==> config.mk <==
export PLATFORM = sky130hd
export DESIGN_NAME = robot_cmd_sequencer
export DESIGN_NICKNAME = d
export VERILOG_FILES = /design/src/rtl/robot_pkg.sv /design/src/rtl/cmd_frame_parser.sv /design/src/rtl/robot_cmd_sequencer.sv
export SDC_FILE = /design/constraint.sdc
export NUM_CORES = 1
export LEC_CHECK = 0
export ABC_AREA = 1
export CORE_UTILIZATION = 40
export DETAILED_ROUTE_END_ITERATION = 8
export GPL_ROUTABILITY_DRIVEN = 0
export MAX_ROUTING_LAYER = met4
export PLACE_DENSITY_LB_ADDON = 0.05
export SETUP_SLACK_MARGIN = 0.2
export SLEW_MARGIN = 30
export SYNTH_ARGS = -nofsm -noshare
export SYNTH_HDL_FRONTEND = slang
export SYNTH_HIERARCHICAL = 1
export SYNTH_SLANG_ARGS = --single-unit
==> constraint.sdc <==
create_clock -name clk -period 3.4 [get_ports clk]
set_input_delay 0.34 -clock clk [delete_from_list [all_inputs] [get_ports clk]]
set_output_delay 0.34 -clock clk [all_outputs]
set_load 0.02 [all_outputs]
==> src/rtl/robot_pkg.sv <==
// Shared types and constants for the robot command path: motion codes,
// frame header, duration unit and the parser/executor state encodings.
package robot_pkg;

    typedef enum logic [2:0] {
        M_STOP  = 3'd0,
        M_FWD   = 3'd1,
        M_REV   = 3'd2,
        M_LEFT  = 3'd3,
        M_RIGHT = 3'd4
    } motion_e;

    typedef enum logic [2:0] {
        P_HDR,
        P_CMD,
        P_SPD,
        P_DUR,
        P_CHK
    } parse_state_e;

    typedef enum logic {
        E_IDLE,
        E_RUN
    } exec_state_e;

    localparam logic [7:0] FRAME_HDR   = 8'hA5;
    localparam int         DUR_UNIT_MS = 10;

    function automatic logic is_motion(input logic [7:0] code);
        return code <= 8'(M_RIGHT);
    endfunction

endpackage

==> src/rtl/cmd_frame_parser.sv <==
// UART frame parser: A5,CMD,SPD,DUR,CHK with checksum, CMD range and inter-byte timeout.
// frm_vld is combinational on the CHK byte, frame_err one cycle later; stalls rx while the slot is full.
module cmd_frame_parser
    import robot_pkg::*;
#(
    parameter int CLKS_PER_MS = 50_000,
    parameter int TIMEOUT_MS  = 20
) (
    input  logic       clk,
    input  logic       rst_n,
    input  logic [7:0] rx_byte,
    input  logic       rx_valid,
    output logic       rx_ready,
    input  logic       slot_full,
    output logic       frm_vld,
    output logic [7:0] frm_cmd,
    output logic [7:0] frm_spd,
    output logic [7:0] frm_dur,
    output logic       frame_err,
    output logic [7:0] err_count
);

    localparam int TIMEOUT_CYC = CLKS_PER_MS * TIMEOUT_MS;
    localparam int GAP_W       = $clog2(TIMEOUT_CYC + 1);

    parse_state_e     state, state_nxt;
    logic [7:0]       cmd_q, spd_q, dur_q;
    logic [GAP_W-1:0] gap_cnt;
    logic             consume, chk_good, timeout_hit, bad_frame;

    assign rx_ready    = ~slot_full;
    assign consume     = rx_valid & rx_ready;
    assign chk_good    = (rx_byte == (cmd_q ^ spd_q ^ dur_q)) && is_motion(cmd_q);
    assign timeout_hit = (state != P_HDR) && !consume && (gap_cnt == GAP_W'(TIMEOUT_CYC));
    assign bad_frame   = (consume && (state == P_CHK) && !chk_good) || timeout_hit;
    assign frm_vld     = consume && (state == P_CHK) && chk_good;
    assign frm_cmd     = cmd_q;
    assign frm_spd     = spd_q;
    assign frm_dur     = dur_q;

    always_comb begin
        state_nxt = state;
        if (timeout_hit) begin
            state_nxt = P_HDR;
        end else if (consume) begin
            case (state)
                P_HDR:   state_nxt = (rx_byte == FRAME_HDR) ? P_CMD : P_HDR;
                P_CMD:   state_nxt = P_SPD;
                P_SPD:   state_nxt = P_DUR;
                P_DUR:   state_nxt = P_CHK;
                default: state_nxt = P_HDR;
            endcase
        end
    end

    always_ff @(posedge clk or negedge rst_n) begin
        if (!rst_n) begin
            state     <= P_HDR;
            cmd_q     <= '0;
            spd_q     <= '0;
            dur_q     <= '0;
            gap_cnt   <= '0;
            frame_err <= 1'b0;
            err_count <= '0;
        end else begin
            state     <= state_nxt;
            frame_err <= bad_frame;
            // Gap timer only runs while a frame is open and restarts on every byte.
            gap_cnt   <= (consume || state_nxt == P_HDR) ? '0 : gap_cnt + GAP_W'(1);
            if (consume) begin
                case (state)
                    P_CMD:   cmd_q <= rx_byte;
                    P_SPD:   spd_q <= rx_byte;
                    P_DUR:   dur_q <= rx_byte;
                    default: ;
                endcase
            end
            if (bad_frame && err_count != 8'hFF) begin
                err_count <= err_count + 8'd1;
            end
        end
    end

endmodule

==> src/rtl/robot_cmd_sequencer.sv <==
// Pending slot, IR/UART arbitration and timed motion executor; IR starts in 1 cycle, a frame in 2 after CHK.
// rx is held off while one good frame waits in the slot; estop overrides everything and flushes the slot.
module robot_cmd_sequencer
    import robot_pkg::*;
#(
    parameter int         CLKS_PER_MS = 50_000,
    parameter int         TIMEOUT_MS  = 20,
    parameter logic [7:0] IR_SPEED    = 8'd128,
    parameter int         IR_DUR_MS   = 200
) (
    input  logic       clk,
    input  logic       rst_n,
    input  logic [7:0] rx_byte,
    input  logic       rx_valid,
    output logic       rx_ready,
    input  logic [2:0] ir_cmd,
    input  logic       ir_valid,
    input  logic       estop,
    output logic [2:0] motor_cmd,
    output logic [7:0] motor_speed,
    output logic       busy,
    output logic       frame_err,
    output logic [7:0] err_count,
    output logic [7:0] last_cmd
);

    localparam int PRE_W = $clog2(CLKS_PER_MS + 1);

    exec_state_e      state, state_nxt;
    logic [2:0]       cmd_nxt, new_cmd, slot_cmd;
    logic [7:0]       spd_nxt, new_spd, slot_spd, slot_dur;
    logic [15:0]      ms_left, ms_nxt, new_ms;
    logic             untimed, untimed_nxt, new_untimed;
    logic [PRE_W-1:0] presc, presc_nxt;
    logic             slot_full, frm_vld;
    logic [7:0]       frm_cmd, frm_spd, frm_dur;
    logic             tick, ir_ok, can_preempt, take_ir, take_slot;

    cmd_frame_parser #(
        .CLKS_PER_MS (CLKS_PER_MS),
        .TIMEOUT_MS  (TIMEOUT_MS)
    ) u_parser (
        .clk       (clk),
        .rst_n     (rst_n),
        .rx_byte   (rx_byte),
        .rx_valid  (rx_valid),
        .rx_ready  (rx_ready),
        .slot_full (slot_full),
        .frm_vld   (frm_vld),
        .frm_cmd   (frm_cmd),
        .frm_spd   (frm_spd),
        .frm_dur   (frm_dur),
        .frame_err (frame_err),
        .err_count (err_count)
    );

    assign busy = (state == E_RUN);

    always_comb begin
        tick        = (presc == PRE_W'(CLKS_PER_MS - 1));
        ir_ok       = ir_valid && !estop && is_motion({5'd0, ir_cmd});
        // A timed run can only be interrupted by STOP; untimed runs accept anything.
        can_preempt = (state == E_IDLE) || untimed;
        take_ir     = ir_ok && (can_preempt || ir_cmd == M_STOP);
        take_slot   = !take_ir && slot_full && !estop && (can_preempt || slot_cmd == M_STOP);

        new_cmd     = take_ir ? ir_cmd : slot_cmd;
        new_spd     = take_ir ? IR_SPEED : slot_spd;
        new_ms      = take_ir ? 16'(IR_DUR_MS) : 16'(slot_dur) * 16'(DUR_UNIT_MS);
        new_untimed = !take_ir && (slot_dur == 8'd0);

        state_nxt   = state;
        cmd_nxt     = motor_cmd;
        spd_nxt     = motor_speed;
        ms_nxt      = ms_left;
        untimed_nxt = untimed;
        presc_nxt   = (state == E_RUN && !tick) ? presc + PRE_W'(1) : '0;

        if (estop) begin
            state_nxt = E_IDLE;
            cmd_nxt   = M_STOP;
            spd_nxt   = 8'd0;
        end else if (take_ir || take_slot) begin
            presc_nxt = '0;
            if (new_cmd == M_STOP) begin
                state_nxt = E_IDLE;
                cmd_nxt   = M_STOP;
                spd_nxt   = 8'd0;
            end else begin
                state_nxt   = E_RUN;
                cmd_nxt     = new_cmd;
                spd_nxt     = new_spd;
                ms_nxt      = new_ms;
                untimed_nxt = new_untimed;
            end
        end else if (state == E_RUN && !untimed && tick) begin
            if (ms_left <= 16'd1) begin
                state_nxt = E_IDLE;
                cmd_nxt   = M_STOP;
                spd_nxt   = 8'd0;
            end else begin
                ms_nxt = ms_left - 16'd1;
            end
        end
    end

    always_ff @(posedge clk or negedge rst_n) begin
        if (!rst_n) begin
            state       <= E_IDLE;
            motor_cmd   <= M_STOP;
            motor_speed <= '0;
            ms_left     <= '0;
            untimed     <= 1'b0;
            presc       <= '0;
        end else begin
            state       <= state_nxt;
            motor_cmd   <= cmd_nxt;
            motor_speed <= spd_nxt;
            ms_left     <= ms_nxt;
            untimed     <= untimed_nxt;
            presc       <= presc_nxt;
        end
    end

    always_ff @(posedge clk or negedge rst_n) begin
        if (!rst_n) begin
            slot_full <= 1'b0;
            slot_cmd  <= '0;
            slot_spd  <= '0;
            slot_dur  <= '0;
            last_cmd  <= '0;
        end else begin
            if (frm_vld) begin
                last_cmd <= frm_cmd;
            end
            if (estop) begin
                slot_full <= 1'b0;
            end else if (frm_vld) begin
                slot_full <= 1'b1;
                slot_cmd  <= frm_cmd[2:0];
                slot_spd  <= frm_spd;
                slot_dur  <= frm_dur;
            end else if (take_slot) begin
                slot_full <= 1'b0;
            end
        end
    end

endmodule

==> flow_summary.json <==
{
  "status": "complete, but fails checks",
  "violations": "negative hold slack",
  "hold_buffers": 0,
  "synth_ff_type": "dfrtp_1",
  "detail-route-antenna-nets": 0,
  "crit_path_start_kind": "flop",
  "wl_per_cell_um": 13.9,
  "arrival_ns": 2.50,
  "grt_pass1_vias": 5416,
  "p_leak_nw": 4.10,
  "clk_pin_slew_worst_paths_ns": 0.06,
  "antenna_cells": 0,
  "die_w_um": 137,
  "synth_edf_count": 0,
  "cts_max_level": 4,
  "maxSlewViolCount": 0,
  "setup.worst_path.class": "reg2reg",
  "vias": 5733,
  "syn_area_um2": 7260,
  "syn_inst": 912,
  "syn_area_per_cell_um2": 7.96,
  "setup_slack_ns": 1.19,
  "synth_top_area_share_pct": 44.5,
  "cts_resized": 0,
  "initial_core_util_pct": 41.4,
  "yosysSeqAreaShare_pct": 44.5,
  "whs_ns": -0.0226,
  "drt_iter0_drc": 267,
  "fillers": 1793,
  "yosys.area.top_type": "dfrtp_1",
  "finalCriticalPeriod_ns": 2.21,
  "core_um2": 17500,
  "cts_root_buf": "clkbuf_16",
  "dp_slack_ns": 0.744,
  "setup_violations": 0,
  "syn-num-nets": 947,
  "tns_ns": 0,
  "required_ns": 3.70,
  "clk_latency_ns": 0.42,
  "power_density_nw_per_um2": 622,
  "clock-sinks": 129,
  "cts_buffers": 17,
  "drive_above_1_share_pct": 12.2,
  "dieHeight_um": 137,
  "ys_ff_latch": 129,
  "hold_class": "in2async",
  "io_buffers": 45,
  "slew_headroom_pct": 49.1,
  "cap_viol_max_count": 0,
  "utilization_pct": 48.5,
  "std_cell_rows": 48,
  "synth_warnings": 6,
  "antenna_found_initial": 0,
  "rsz0062_at_grt": "false",
  "via_per_inst": 4.79,
  "post-cts-setup-buffer-count": 0,
  "peakVddDrop_uv": 418,
  "hold_viol_final": 30,
  "overflow": 0,
  "synth_area_leaders": "dfrtp_1 44%, nand2_1 14%, nand3_1 5.2%, inv_1 5.1%, o21ai_0 3.7%",
  "worst_pin_slew_ns": 0.763,
  "pin_count": 46,
  "clock_skew_ns": 0.0103,
  "drcViolationCount": 0,
  "wl_um": 16600,
  "synth_cell_types": 37,
  "first_pass_iters": 5,
  "synthTopCellsByCount": "268 x nand2_1, 129 x dfrtp_1, 98 x inv_1, 75 x nand3_1, 71 x nor2_1",
  "grt_max_degree": 80,
  "synthArstFlopShare_pct": 100,
  "cts_tree": "done",
  "cts.path.max_buffers": 2,
  "die_area_um2": 18700,
  "dp_hpwl_um": 12300,
  "path_max_fanout": 24,
  "grt_pass1_wl_um": 27500,
  "endpoint_kind": "flop",
  "max_freq_mhz": 453,
  "grt_usage_pct": 19.7,
  "fin_crit_sh_pct": 64.9,
  "yosysMostFrequentCell": "nand2_1",
  "final_nets": 995,
  "area_growth_pct": 17.1
}
-- sequential cells by signal, summed over array words and instances (netlist names), 8 cells and up --
name,cells
u_parser/err_count,8
presc,16
slot_dur,8
motor_speed,8
u_parser/frm_cmd,8
u_parser/frm_spd,8
last_cmd,8
slot_spd,8
ms_left,16
u_parser/gap_cnt,20
u_parser/frm_dur,8
-- stage by stage --
stage / power, mW / cell area [um2] / hold slack [ns] / cells
floorplan: 3.07 / 7260 / 0.0444 / 912
global placement: 3.48 / 7900 / 0.449 / 1166
detailed placement: 3.47 / 7900 / 0.446 / 1166
CTS: 5.35 / 8500 / 0.0105 / 1198
global route: 5.65 / 8500 / 0.0354 / 1198
finish: 5.28 / 8500 / -0.0226 / 1198
-- area by class of cell --
type                    count  area, um2  area share [%]
multi-input cells         657       3500            41.2
flip-flops and latches    129       3230            38.0
repair buffers             48        487            5.73
clock buffers              17        425            5.01
inverters                 107        402            4.73
well taps                 225        282            3.31
clock inverters            15        175            2.06
-- path summary, 6_finish.rpt --
| kind | slack, ns | end | depth (start not counted) | from |
|---|---|---|---|---|
| max | 1.19 | slot_dur[4]$_DFFE_PN0P_ | 13 | u_parser/frm_spd[7]$_DFFE_PN0P_ |
| min | -0.02 | ms_left[11]$_DFFE_PN0P_ | 1 | rst_n |
| max reg2reg | 1.19 | slot_dur[4]$_DFFE_PN0P_ | 13 | u_parser/frm_spd[7]$_DFFE_PN0P_ |
| min reg2reg | 0.45 | presc[0]$_DFF_PN0_ | 1 | presc[0]$_DFF_PN0_ |
| max in group asynchronous | 2.67 | u_parser/frm_cmd[1]$_DFFE_PN0P_ | 2 | rst_n |
| min in group clk | 0.45 | presc[0]$_DFF_PN0_ | 1 | presc[0]$_DFF_PN0_ |
-- routing by layer --
| metal | wire length, um | share of wire (%) | GRT usage [%] | vias up |
|---|---|---|---|---|
| li1 | - | - | - | 3003 |
| met1 | 8280 | 50 | 26.6 | 2658 |
| met2 | 7750 | 47 | 30.6 | 62 |
| met3 | 493 | 3.0 | 3.67 | 10 |
| met4 | 127 | 0.76 | 4.63 | 0 |
| met5 | 0 | 0 | - | - |
-- cells in the final DEF, fill, tap and decap left out, types with 2 or more instances in the layout --
cell type and count:
a21oi_1 15, o21ai_0 54, clkinv_4 4, dfrtp_1 129, nand2_4 3, bufinv_16 2, nor3_1 10, inv_2 9
nor2_2 23, buf_4 2, nand3_2 4, inv_1 98, o21bai_1 2, nand3b_1 3, nand2_1 268, nor2_4 8
mux2_2 15, nand3_1 75, inv_8 3, inv_6 3, nand4_2 2, clkdlybuf4s50_1 44, nor3_2 6, ha_1 18
xnor2_1 19, nand4_1 14, clkinvlp_4 2, nand2_2 10, nor2_1 71, nor4_1 5, clkbuf_16 17, xor2_1 23
-- kinds of logic after synthesis --
group | after synthesis | share of synthesized area, %
flops | 129 | 44.5
compound gates | 76 | 5.53
simple gates | 505 | 31.9
fa+ha+maj | 19 | 3.38
buf+inv | 126 | 7.33
xor+xnor | 42 | 5.07
mux | 15 | 2.33
-- critical path, cell delays in order, from the launching register on --
cell and delay, ns:
dfrtp_1 0.45, nand2_1 0.12, inv_1 0.04, nor2_1 0.09, nand2_1 0.05, nand2_1 0.06
nand2_1 0.06, nor2_1 0.11, nand3_1 0.11, nor4_1 0.22, buf_4 0.21, nand2_1 0.06
buf_4 0.22, mux2_2 0.29
-- power by group --
part           internal, mW  switching (mW)
combinational         0.500           0.842
clock                  1.10           0.753
sequential             1.77           0.308
total                  3.38            1.90
No activity file was read; power rests on OpenSTA's default activity.
